[src/rtl/muldiv_seq_if.sv]
// Handshake and result bundle between the MIPS control unit and the MULT/DIV sequencer.
// master = control unit (drives requests), slave = sequencer (drives HI/LO and status).
interface muldiv_seq_if #(
  parameter int WIDTH = 32
);
  logic             start;
  logic             op;
  logic [WIDTH-1:0] a;
  logic [WIDTH-1:0] b;
  logic [WIDTH-1:0] hi;
  logic [WIDTH-1:0] lo;
  logic             busy;
  logic             done;
  logic             div_zero;

  modport master (output start, op, a, b, input hi, lo, busy, done, div_zero);
  modport slave  (input start, op, a, b, output hi, lo, busy, done, div_zero);
endinterface

[src/rtl/muldiv_seq.sv]
// Iterative signed MULT/DIV sequencer: shift-add multiply and restoring divide on one shared accumulator.
// Optional macro MULT_EARLY_EXIT_EN: MULT leaves RUN once the remaining multiplier bits are all zero.
module muldiv_seq #(
  parameter int WIDTH = 32
) (
  input logic       clk,
  input logic       reset,
  muldiv_seq_if.slave bus
);
  localparam int CW = $clog2(WIDTH + 1);

  localparam logic [2:0] S_IDLE = 3'd0;
  localparam logic [2:0] S_PREP = 3'd1;
  localparam logic [2:0] S_RUN  = 3'd2;
  localparam logic [2:0] S_FIX  = 3'd3;
  localparam logic [2:0] S_DONE = 3'd4;

  logic [2:0]         state;
  logic               op_r;
  logic               sign_a;
  logic               sign_b;
  logic               dz_r;
  logic [WIDTH-1:0]   abs_a;
  logic [WIDTH-1:0]   abs_b;
  logic [WIDTH-1:0]   hi_r;
  logic [WIDTH-1:0]   lo_r;
  logic [2*WIDTH-1:0] acc;
  logic [2*WIDTH-1:0] acc_next;
  logic [CW-1:0]      cnt;

  logic [WIDTH:0]     msum;
  logic [WIDTH:0]     rem;
  logic [WIDTH-1:0]   diff;
  logic               ge;
  logic               early_exit;
  logic [2*WIDTH-1:0] prod_aligned;
  logic [2*WIDTH-1:0] prod_signed;
  logic [WIDTH-1:0]   quo_signed;
  logic [WIDTH-1:0]   rmd_signed;

  // One iteration: MULT adds the multiplicand into the upper half (carry kept) then shifts right;
  // DIV shifts left and keeps the trial difference only when the divisor fits.
  always_comb begin
    msum     = {1'b0, acc[2*WIDTH-1:WIDTH]} + {1'b0, abs_a};
    rem      = acc[2*WIDTH-1:WIDTH-1];
    ge       = (rem >= {1'b0, abs_b});
    diff     = rem[WIDTH-1:0] - abs_b;
    acc_next = acc;
    if (!op_r) begin
      acc_next = acc[0] ? {msum, acc[WIDTH-1:1]} : {1'b0, acc[2*WIDTH-1:1]};
    end else begin
      acc_next = ge ? {diff, acc[WIDTH-2:0], 1'b1} : {acc[2*WIDTH-2:0], 1'b0};
    end
  end

`ifdef MULT_EARLY_EXIT_EN
  localparam logic [2*WIDTH-1:0] ONE = {{(2*WIDTH-1){1'b0}}, 1'b1};
  logic [CW-1:0]      cnt_next;
  logic [2*WIDTH-1:0] rem_mask;

  // The low cnt_next bits of the shifted accumulator are the multiplier bits still to be consumed;
  // skipped iterations would only shift right, so FIX realigns by the leftover count.
  always_comb begin
    cnt_next     = cnt - CW'(1);
    rem_mask     = (ONE << cnt_next) - ONE;
    early_exit   = !op_r && ((acc_next & rem_mask) == '0);
    prod_aligned = acc >> cnt;
  end
`else
  always_comb begin
    early_exit   = 1'b0;
    prod_aligned = acc;
  end
`endif

  always_comb begin
    prod_signed = (sign_a ^ sign_b) ? -prod_aligned : prod_aligned;
    quo_signed  = (sign_a ^ sign_b) ? -acc[WIDTH-1:0] : acc[WIDTH-1:0];
    rmd_signed  = sign_a ? -acc[2*WIDTH-1:WIDTH] : acc[2*WIDTH-1:WIDTH];
  end

  always_ff @(posedge clk or negedge reset) begin
    if (!reset) begin
      state  <= S_IDLE;
      op_r   <= 1'b0;
      sign_a <= 1'b0;
      sign_b <= 1'b0;
      dz_r   <= 1'b0;
      abs_a  <= '0;
      abs_b  <= '0;
      hi_r   <= '0;
      lo_r   <= '0;
      acc    <= '0;
      cnt    <= '0;
    end else begin
      case (state)
        S_IDLE: begin
          if (bus.start) begin
            op_r   <= bus.op;
            sign_a <= bus.a[WIDTH-1];
            sign_b <= bus.b[WIDTH-1];
            abs_a  <= bus.a[WIDTH-1] ? -bus.a : bus.a;
            abs_b  <= bus.b[WIDTH-1] ? -bus.b : bus.b;
            dz_r   <= 1'b0;
            state  <= S_PREP;
          end
        end
        S_PREP: begin
          cnt <= CW'(WIDTH);
          acc <= op_r ? {{WIDTH{1'b0}}, abs_a} : {{WIDTH{1'b0}}, abs_b};
          if (op_r && (abs_b == '0)) begin
            dz_r  <= 1'b1;
            state <= S_DONE;
          end else begin
            state <= S_RUN;
          end
        end
        S_RUN: begin
          acc <= acc_next;
          cnt <= cnt - CW'(1);
          if ((cnt == CW'(1)) || early_exit) begin
            state <= S_FIX;
          end
        end
        S_FIX: begin
          if (!op_r) begin
            hi_r <= prod_signed[2*WIDTH-1:WIDTH];
            lo_r <= prod_signed[WIDTH-1:0];
          end else begin
            hi_r <= rmd_signed;
            lo_r <= quo_signed;
          end
          cnt   <= '0;
          state <= S_DONE;
        end
        S_DONE: begin
          dz_r  <= 1'b0;
          state <= S_IDLE;
        end
        default: state <= S_IDLE;
      endcase
    end
  end

  assign bus.hi       = hi_r;
  assign bus.lo       = lo_r;
  assign bus.busy     = (state != S_IDLE);
  assign bus.done     = (state == S_DONE);
  assign bus.div_zero = (state == S_DONE) && dz_r;
endmodule

[src/flat_wrapper.sv]
// flat-port wrapper written by rule: the top's interface ports become plain ports
module muldiv_seq_flat 
#(
  parameter int WIDTH = 32
)
  (clk, reset, bus_start, bus_op, bus_a, bus_b, bus_hi, bus_lo, bus_busy, bus_done, bus_div_zero);
  muldiv_seq_if #(.WIDTH(WIDTH)) bus_i ();
  input logic clk;
  input logic reset;
  input wire logic [$bits(bus_i.start)-1:0] bus_start;
  input wire logic [$bits(bus_i.op)-1:0] bus_op;
  input wire logic [$bits(bus_i.a)-1:0] bus_a;
  input wire logic [$bits(bus_i.b)-1:0] bus_b;
  output wire logic [$bits(bus_i.hi)-1:0] bus_hi;
  output wire logic [$bits(bus_i.lo)-1:0] bus_lo;
  output wire logic [$bits(bus_i.busy)-1:0] bus_busy;
  output wire logic [$bits(bus_i.done)-1:0] bus_done;
  output wire logic [$bits(bus_i.div_zero)-1:0] bus_div_zero;
  assign bus_i.start = bus_start;
  assign bus_i.op = bus_op;
  assign bus_i.a = bus_a;
  assign bus_i.b = bus_b;
  assign bus_hi = bus_i.hi;
  assign bus_lo = bus_i.lo;
  assign bus_busy = bus_i.busy;
  assign bus_done = bus_i.done;
  assign bus_div_zero = bus_i.div_zero;
  muldiv_seq #(.WIDTH(WIDTH)) u_core (.clk(clk), .reset(reset), .bus(bus_i));
endmodule
[config.mk]
export PLATFORM = sky130hd
export DESIGN_NAME = muldiv_seq_flat
export DESIGN_NICKNAME = d
export VERILOG_FILES = /design/src/rtl/muldiv_seq_if.sv /design/src/rtl/muldiv_seq.sv /design/src/flat_wrapper.sv
export SDC_FILE = /design/constraint.sdc
export NUM_CORES = 1
export LEC_CHECK = 0
export CORE_ASPECT_RATIO = 1.25
export CORE_MARGIN = 5
export CORE_UTILIZATION = 55
export CTS_BUF_LIST = sky130_fd_sc_hd__clkbuf_16
export CTS_CLUSTER_SIZE = 8
export DETAILED_ROUTE_END_ITERATION = 8
export PLACE_DENSITY = 0.78
export SLEW_MARGIN = 20
export SYNTH_ARGS = -nofsm -noshare
export SYNTH_HDL_FRONTEND = slang
export SYNTH_SLANG_ARGS = --single-unit
[constraint.sdc]
create_clock -name clk -period 4.8 [get_ports clk]
set_input_delay 0.72 -clock clk [delete_from_list [all_inputs] [get_ports clk]]
set_output_delay 0.72 -clock clk [all_outputs]
set_load 0.005 [all_outputs]
==> flow_metrics.env, run 1 <==
export IMPL_outcome="complete, no violations"
export IMPL_avgSynthCellArea_sq_um=8.13
export IMPL_synthesis_instances=1970
export IMPL_grt_pass1_wl_um=86100
export IMPL_ys_ff_latch=205
export IMPL_placement_rows=69
export IMPL_critical_path_class="reg2reg"
export IMPL_timing_critical_path_arrival_ns=4.10
export IMPL_worstSetupEndpointType="flip-flop"
export IMPL_period_minus_slack_ns=3.65
export IMPL_clk_path_buf_depth=3
export IMPL_netlist_top_cells_count="267 x sky130_fd_sc_hd__nand2_1, 221 x sky130_fd_sc_hd__o21ai_0, 205 x sky130_fd_sc_hd__dfrtp_1"
export IMPL_syn_area_sq_um=16000
export IMPL_timing_final_max_slew_violations=0
export IMPL_clkLatencyLatePin_ns=0.57
export IMPL_first_pass_iters=6
export IMPL_comb_power_share=0.656
export IMPL_chipWidth_um=163
export IMPL_switching_share=0.514
export IMPL_clock_sinks=205
export IMPL_die_area_sq_um=32700
export IMPL_unrepaired_setup_endpoints_after_global_routing="false"
export IMPL_tightestPinTransition_ns=1.05
export IMPL_numPortBuffers=134
export IMPL_power_per_cell_area_nw_per_um2=866
export IMPL_groute_usage_overall=0.332
export IMPL_globalRouteOverflowTotal=0
export IMPL_finalNetCount=2188
export IMPL_worst_r2r_path_depth=11
export IMPL_layoutNonFillerInstCount=2441
export IMPL_cpPeakStageDelay_ns=0.57
export IMPL_switching_power_w=0.00824
export IMPL_top_family_by_delay_on_critical_path="compound AO/OA/AOI/OAI gates"
export IMPL_p_int_w=0.00778
export IMPL_routed_via_count=15890
export IMPL_postCtsHoldBufs=0
export IMPL_route_antenna_remaining_nets=0
export IMPL_count_of_warnings_emitted_by_yosys=0
export IMPL_clkSlewWorstSetupHoldPaths_ns=0.06
export IMPL_clock_tree_root_cell="sky130_fd_sc_hd__clkbuf_16"
export IMPL_synth_top_cells_by_area="sky130_fd_sc_hd__dfrtp_1 32%, sky130_fd_sc_hd__o21ai_0 6.9%, sky130_fd_sc_hd__nand2_1 6.3%, sky130_fd_sc_hd__xor2_1 5.6%, sky130_fd_sc_hd__ha_1 5.5%"
export IMPL_vdd_ir_drop_worst_uv=368
export IMPL_grt_start_max_net_pins=132
export IMPL_initial_core_utilization=0.561
export IMPL_synth_enable_flop_cells=0
export IMPL_power_frac_clock=0.113
export IMPL_htree_num_levels=1
export IMPL_cts_resized=0
export IMPL_max_slew_margin=0.299
export IMPL_number_of_post_cts_setup_repair_buffers=0
export IMPL_critical_path_buf_inv_count=2
export IMPL_timing_critical_path_fanout_max=15
export IMPL_via_per_inst=6.51
export IMPL_synth_ff_type="sky130_fd_sc_hd__dfrtp_1"
export IMPL_detailed_place_hpwl_um=42400
export IMPL_grt_pass1_vias=15344
export IMPL_drt_iter0_drc=1631
export IMPL_report_final_hold_viol_count=0
export IMPL_fmax_ghz=0.274
export IMPL_place_detailed_instances=2407
export IMPL_instance_count_on_the_critical_path=11
export IMPL_synth_yosys_seq_area_share=0.320
export IMPL_timing_clock_skew_ns=0.0185
export IMPL_layout_area_overhead_vs_synth_pct=15.5
export IMPL_drive_above_1_share=0.0527
export IMPL_number_of_nets_in_the_synthesized_netlist=2110
export IMPL_ys_async_sr_fraction=1.00
export IMPL_post_drt_wl_per_cell_um=22.8
export IMPL_yosysUniqueCellTypes=75
export IMPL_core_region_sq_um=28600
export IMPL_setup_worst_path_start_class="flip-flop"
export IMPL_drc=0
export IMPL_synth_largest_type_area_fraction=0.320
export IMPL_cts_inserted_buffers=29
export IMPL_dpl_worst_slack_ns=0.736
export IMPL_hold_path_class="in2async"
export IMPL_detail_route_wirelength_um=55600
export IMPL_crit_path_top_delay_cell="sky130_fd_sc_hd__dfrtp_1"
export IMPL_layout_setup_ws_ns=1.15
export IMPL_setup_viol=0
export IMPL_critical_path_cell_chain="inv_1 > ha_1 > a21oi_1 > o21ai_0 > a21oi_1 > o21ai_0 > nor3_1 > buf_4 > nand2_1 > mux2_2 > a221o_1"
export IMPL_totalNegativeSetupSlack_ns=0
export IMPL_total_leakage_power_nw=7.92
export IMPL_cts_tree="yes"
export IMPL_layout_worst_path_cycle_share=0.760
export IMPL_power_frac_seq=0.231
export IMPL_yosysMostFrequentCell="sky130_fd_sc_hd__nand2_1"
export IMPL_antenna_found_initial=0
export IMPL_cp_data_required_time_ns=5.25
export IMPL_yosysTopAreaCell="sky130_fd_sc_hd__dfrtp_1"
export IMPL_dieHeight_um=201
export IMPL_finalWeightedCongestion=1.07
export IMPL_pin_count=135
export IMPL_maxCapViolCount=0
==> cell families (layout without fill, tap and decap cells) <==
logic type / count (synthesis) / after routing / synth area share
XOR/XNOR: 165 / 165 / 0.0902
AND/OR/NAND/NOR: 642 / 642 / 0.192
flip-flops: 205 / 205 / 0.320
adder cells (fa/ha/maj): 72 / 72 / 0.0572
AO/OA/AOI/OAI: 605 / 605 / 0.241
multiplexers: 81 / 81 / 0.0527
other: 0 / 1 / 0
buffers and inverters: 200 / 280 / 0.0469
==> sequential cells by signal (all words and copies together), names as in the netlist <==
name           count
u_core.abs_a      32
u_core.sign_a      1
u_core.bus.hi     32
u_core.sign_b      1
u_core.state       3
u_core.abs_b      32
u_core.acc        64
u_core.dz_r        1
u_core.cnt         6
u_core.op_r        1
u_core.bus.lo     32
==> layout by cell type, fill, tap and decap left out, types with 47 or more instances in the layout <==
| cell type | Yosys | final |
|---|---|---|
| sky130_fd_sc_hd__a21oi_1 | 103 | 103 |
| sky130_fd_sc_hd__clkdlybuf4s50_1 | 0 | 133 |
| sky130_fd_sc_hd__dfrtp_1 | 205 | 204 |
| sky130_fd_sc_hd__ha_1 | 70 | 70 |
| sky130_fd_sc_hd__inv_1 | 71 | 73 |
| sky130_fd_sc_hd__mux2i_1 | 72 | 72 |
| sky130_fd_sc_hd__nand2_1 | 267 | 265 |
| sky130_fd_sc_hd__nor2_1 | 117 | 116 |
| sky130_fd_sc_hd__nor3_1 | 47 | 47 |
| sky130_fd_sc_hd__o21ai_0 | 221 | 221 |
| sky130_fd_sc_hd__xnor2_1 | 63 | 62 |
| sky130_fd_sc_hd__xor2_1 | 102 | 102 |
==> final timing paths <==
| check | start | end | slack [ns] |
|---|---|---|---|
| setup / recovery | u_core.abs_b[26] | u_core.acc[42] | 1.15 |
| hold / removal | reset | u_core.abs_b[29] | 0.28 |
| setup reg to reg | u_core.abs_b[26] | u_core.acc[42] | 1.15 |
| hold reg to reg | u_core.bus.lo[16] | u_core.bus.lo[16] | 0.48 |
| max in group asynchronous | reset | u_core.abs_a[9] | 3.44 |
| min in group clk | u_core.bus.lo[16] | u_core.bus.lo[16] | 0.48 |
==> layer usage <==
layer  track usage  part of all wire
met5             0                 0
met4         0.204             0.075
met3        0.0583             0.080
met2         0.544              0.47
met1         0.406              0.38
==> power groups by stage <==
stage	Sequential, W	Combinational [W]	Clock, W
final	0.00371	0.0105	0.00181
after global routing	0.00378	0.0114	0.00190
after CTS	0.00365	0.0103	0.00182
after detailed placement	0.00368	0.0103	0
after global placement	0.00363	0.0102	0
after floorplan	0.00317	0.00714	0
==> per-stage QoR <==
step                      cell area (sq um)  hold slack (ns)  utilization  total power [W]
after CTS                             18500            0.320        0.647           0.0158
after floorplan                       16000            0.424            -           0.0103
final                                 18500            0.282        0.647           0.0160
after detailed placement              17700            0.470        0.620           0.0139
after global placement                17700            0.462        0.620           0.0138
after global routing                  18500            0.380        0.647           0.0171
==> area by class of cell <==
| cell class | instances | area, sq um |
|---|---|---|
| clock inverter | 4 | 31.3 |
| tap | 390 | 488 |
| antenna | 1 | 2.50 |
| sequential | 205 | 5130 |
| fill | 2459 | 10100 |
| multi-input combinational | 1565 | 10200 |
| clock buffer | 29 | 726 |
| timing repair buffer | 176 | 1690 |
| inverter | 71 | 267 |
(Power assumes the default switching activity.)
==> inputs of run 2 (changes only) <==
clock period = 3.6 ns   (was 4.8 ns; I/O delays follow)
==> run 2 against run 1 <==
  * The run now ends with hold timing left
  * Sequential share of layout area decreased by 0.83 points
  * Design area increased by 3.1%
  * Die area unchanged
  * Maximum frequency increased by 3.8%
  * Worst setup slack got worse by 1.1 ns
  * First-iteration DRC count decreased by 3.4%
  * Power increased by 38%
  * Worst hold slack got worse by 0.30 ns
  * Sequential power increased by 32%
  * Global-route usage increased by 0.89 points
  * Flip-flop and latch count unchanged
  * Critical path depth decreased by 1
==> flow_metrics.env, run 2 (synthesis results as in run 1) <==
export IMPL_drt_iter0_drc=1576
export IMPL_most_common_layout_cells="266 x sky130_fd_sc_hd__nand2_1, 221 x sky130_fd_sc_hd__o21ai_0, 204 x sky130_fd_sc_hd__dfrtp_1"
export IMPL_outcome="finished with violations"
export IMPL_fmax_ghz=0.285
export IMPL_detail_route_wirelength_um=57600
export IMPL_clock_sinks=205
export IMPL_numPortBuffers=134
export IMPL_routedLengthMet1_um=21500
export IMPL_timing_clock_skew_ns=0.0206
export IMPL_worst_r2r_path_depth=10
export IMPL_cts_tree="yes"
export IMPL_postCtsHoldBufs=0
export IMPL_clk_path_buf_depth=3
export IMPL_diodes=0
export IMPL_layout_worst_path_cycle_share=0.976
export IMPL_holdWs_ns=-0.0161
export IMPL_initial_core_utilization=0.561
export IMPL_cts_resized=0
export IMPL_htree_num_levels=1
export IMPL_drive_above_1_share=0.0870
export IMPL_unrepaired_setup_endpoints_after_global_routing="false"
export IMPL_timing_final_max_slew_violations=0
export IMPL_antenna_found_initial=0
export IMPL_drc=0
export IMPL_grt_pass1_wl_um=88100
export IMPL_first_pass_iters=6
export IMPL_clock_tree_root_cell="sky130_fd_sc_hd__clkbuf_16"
export IMPL_dieHeight_um=201
export IMPL_max_slew_margin=0.274
export IMPL_final_common_cell="sky130_fd_sc_hd__nand2_1"
export IMPL_critical_path_reg2reg_startpoint="u_core.acc[44]"
export IMPL_tightestPinTransition_ns=1.09
export IMPL_hold_path_class="in2async"
export IMPL_via_per_inst=6.45
export IMPL_vdd_ir_drop_worst_uv=593
export IMPL_largest_register_ffs=64
export IMPL_finalNetCount=2266
export IMPL_layout_area_overhead_vs_synth_pct=19.0
export IMPL_placement_rows=69
export IMPL_groute_usage_overall=0.341
export IMPL_cts_inserted_buffers=29
export IMPL_finalCoreUtilization=0.667
export IMPL_total_leakage_power_nw=8.29
export IMPL_worstSetupEndpointType="flip-flop"
export IMPL_top_signal_layer_used="met4"
export IMPL_route_antenna_remaining_nets=0
export IMPL_grt_pass1_vias=15611
export IMPL_report_final_hold_viol_count=1
export IMPL_setup_worst_path_start_class="flip-flop"
export IMPL_setup_viol=0
export IMPL_clkLatencyLatePin_ns=0.58
export IMPL_routed_wl_met2_um=27300
export IMPL_globalRouteOverflowTotal=0
export IMPL_post_drt_wl_per_cell_um=22.9
export IMPL_rrSetupSlack_ns=0.09
export IMPL_timing_critical_path_arrival_ns=3.97
export IMPL_critical_path_class="reg2reg"
export IMPL_finalWeightedCongestion=1.01
export IMPL_die_area_sq_um=32700
export IMPL_clkSlewWorstSetupHoldPaths_ns=0.06
export IMPL_grt_start_max_net_pins=132
export IMPL_period_minus_slack_ns=3.51
export IMPL_number_of_post_cts_setup_repair_buffers=0
export IMPL_pin_count=135
export IMPL_routed_wl_met3_um=4680
export IMPL_core_region_sq_um=28600
export IMPL_totalPowerFinal_w=0.0221
export IMPL_worst_r2r_endpoint="u_core.acc[51]"
export IMPL_maxCapViolCount=0
export IMPL_violations="hold timing"
export IMPL_largest_register="u_core.acc"
export IMPL_power_per_cell_area_nw_per_um2=1160
export IMPL_detailed_place_hpwl_um=45000
export IMPL_cp_data_required_time_ns=4.05
export IMPL_chipWidth_um=163
export IMPL_routed_via_count=16232
export IMPL_timing_critical_path_fanout_max=6
[run 2: worst max path at each step]
stage,start,end,slack [ns],depth (start not counted)
5_1_grt,u_core.acc[44],u_core.acc[51],0.05,10
4_1_cts,u_core.acc[44],u_core.acc[51],0.24,10
6_report,u_core.acc[44],u_core.acc[51],0.09,10
2_1_floorplan,bus_b[8],u_core.abs_b[27],0.43,8
3_3_place_gp,bus_b[8],u_core.abs_b[27],-0.11,9
3_5_place_dp,bus_b[8],u_core.abs_b[24],-0.16,9
[run 2: stage by stage]
step,std cells,instance area (sq um),setup TNS (ns),setup WS (ns)
5_1_grt,2517,19100,0,0.0452
6_report,2517,19100,0,0.0861
3_3_place_gp,2485,18300,-0.565,-0.106
2_1_floorplan,1970,16000,0,0.432
3_5_place_dp,2485,18300,-0.803,-0.164
4_1_cts,2517,19100,0,0.237
[run 2: where the power goes]
part           internal, W  switching, W  total (W)
combinational      0.00604       0.00873     0.0148
clock              0.00141       0.00102    0.00243
sequential         0.00340       0.00151    0.00491
[run 2: routing by layer]
layer	global-route usage	vias to the layer above
li1	-	7491
met1	0.421	7678
met2	0.567	824
met3	0.0479	239
met4	0.200	0
met5	0	-
[run 2: cell type report]
type	count	area (sq um)
fillers	2464	9510
flip-flops and latches	205	5130
clock inverters	3	28.8
multi-input cells	1565	10100
well taps	390	488
inverters	71	267
repair buffers	254	2270
clock buffers	29	726
[run 2: critical path: stages (launching register included)]
cell and delay (ns):
sky130_fd_sc_hd__dfrtp_1 0.52, sky130_fd_sc_hd__ha_1 0.47, sky130_fd_sc_hd__nand4_1 0.16, sky130_fd_sc_hd__or4_1 0.41
sky130_fd_sc_hd__a21oi_1 0.52, sky130_fd_sc_hd__nor2_1 0.15, sky130_fd_sc_hd__o311ai_0 0.54, sky130_fd_sc_hd__buf_4 0.20
sky130_fd_sc_hd__xor2_1 0.07, sky130_fd_sc_hd__a211oi_1 0.27, sky130_fd_sc_hd__a21oi_1 0.06
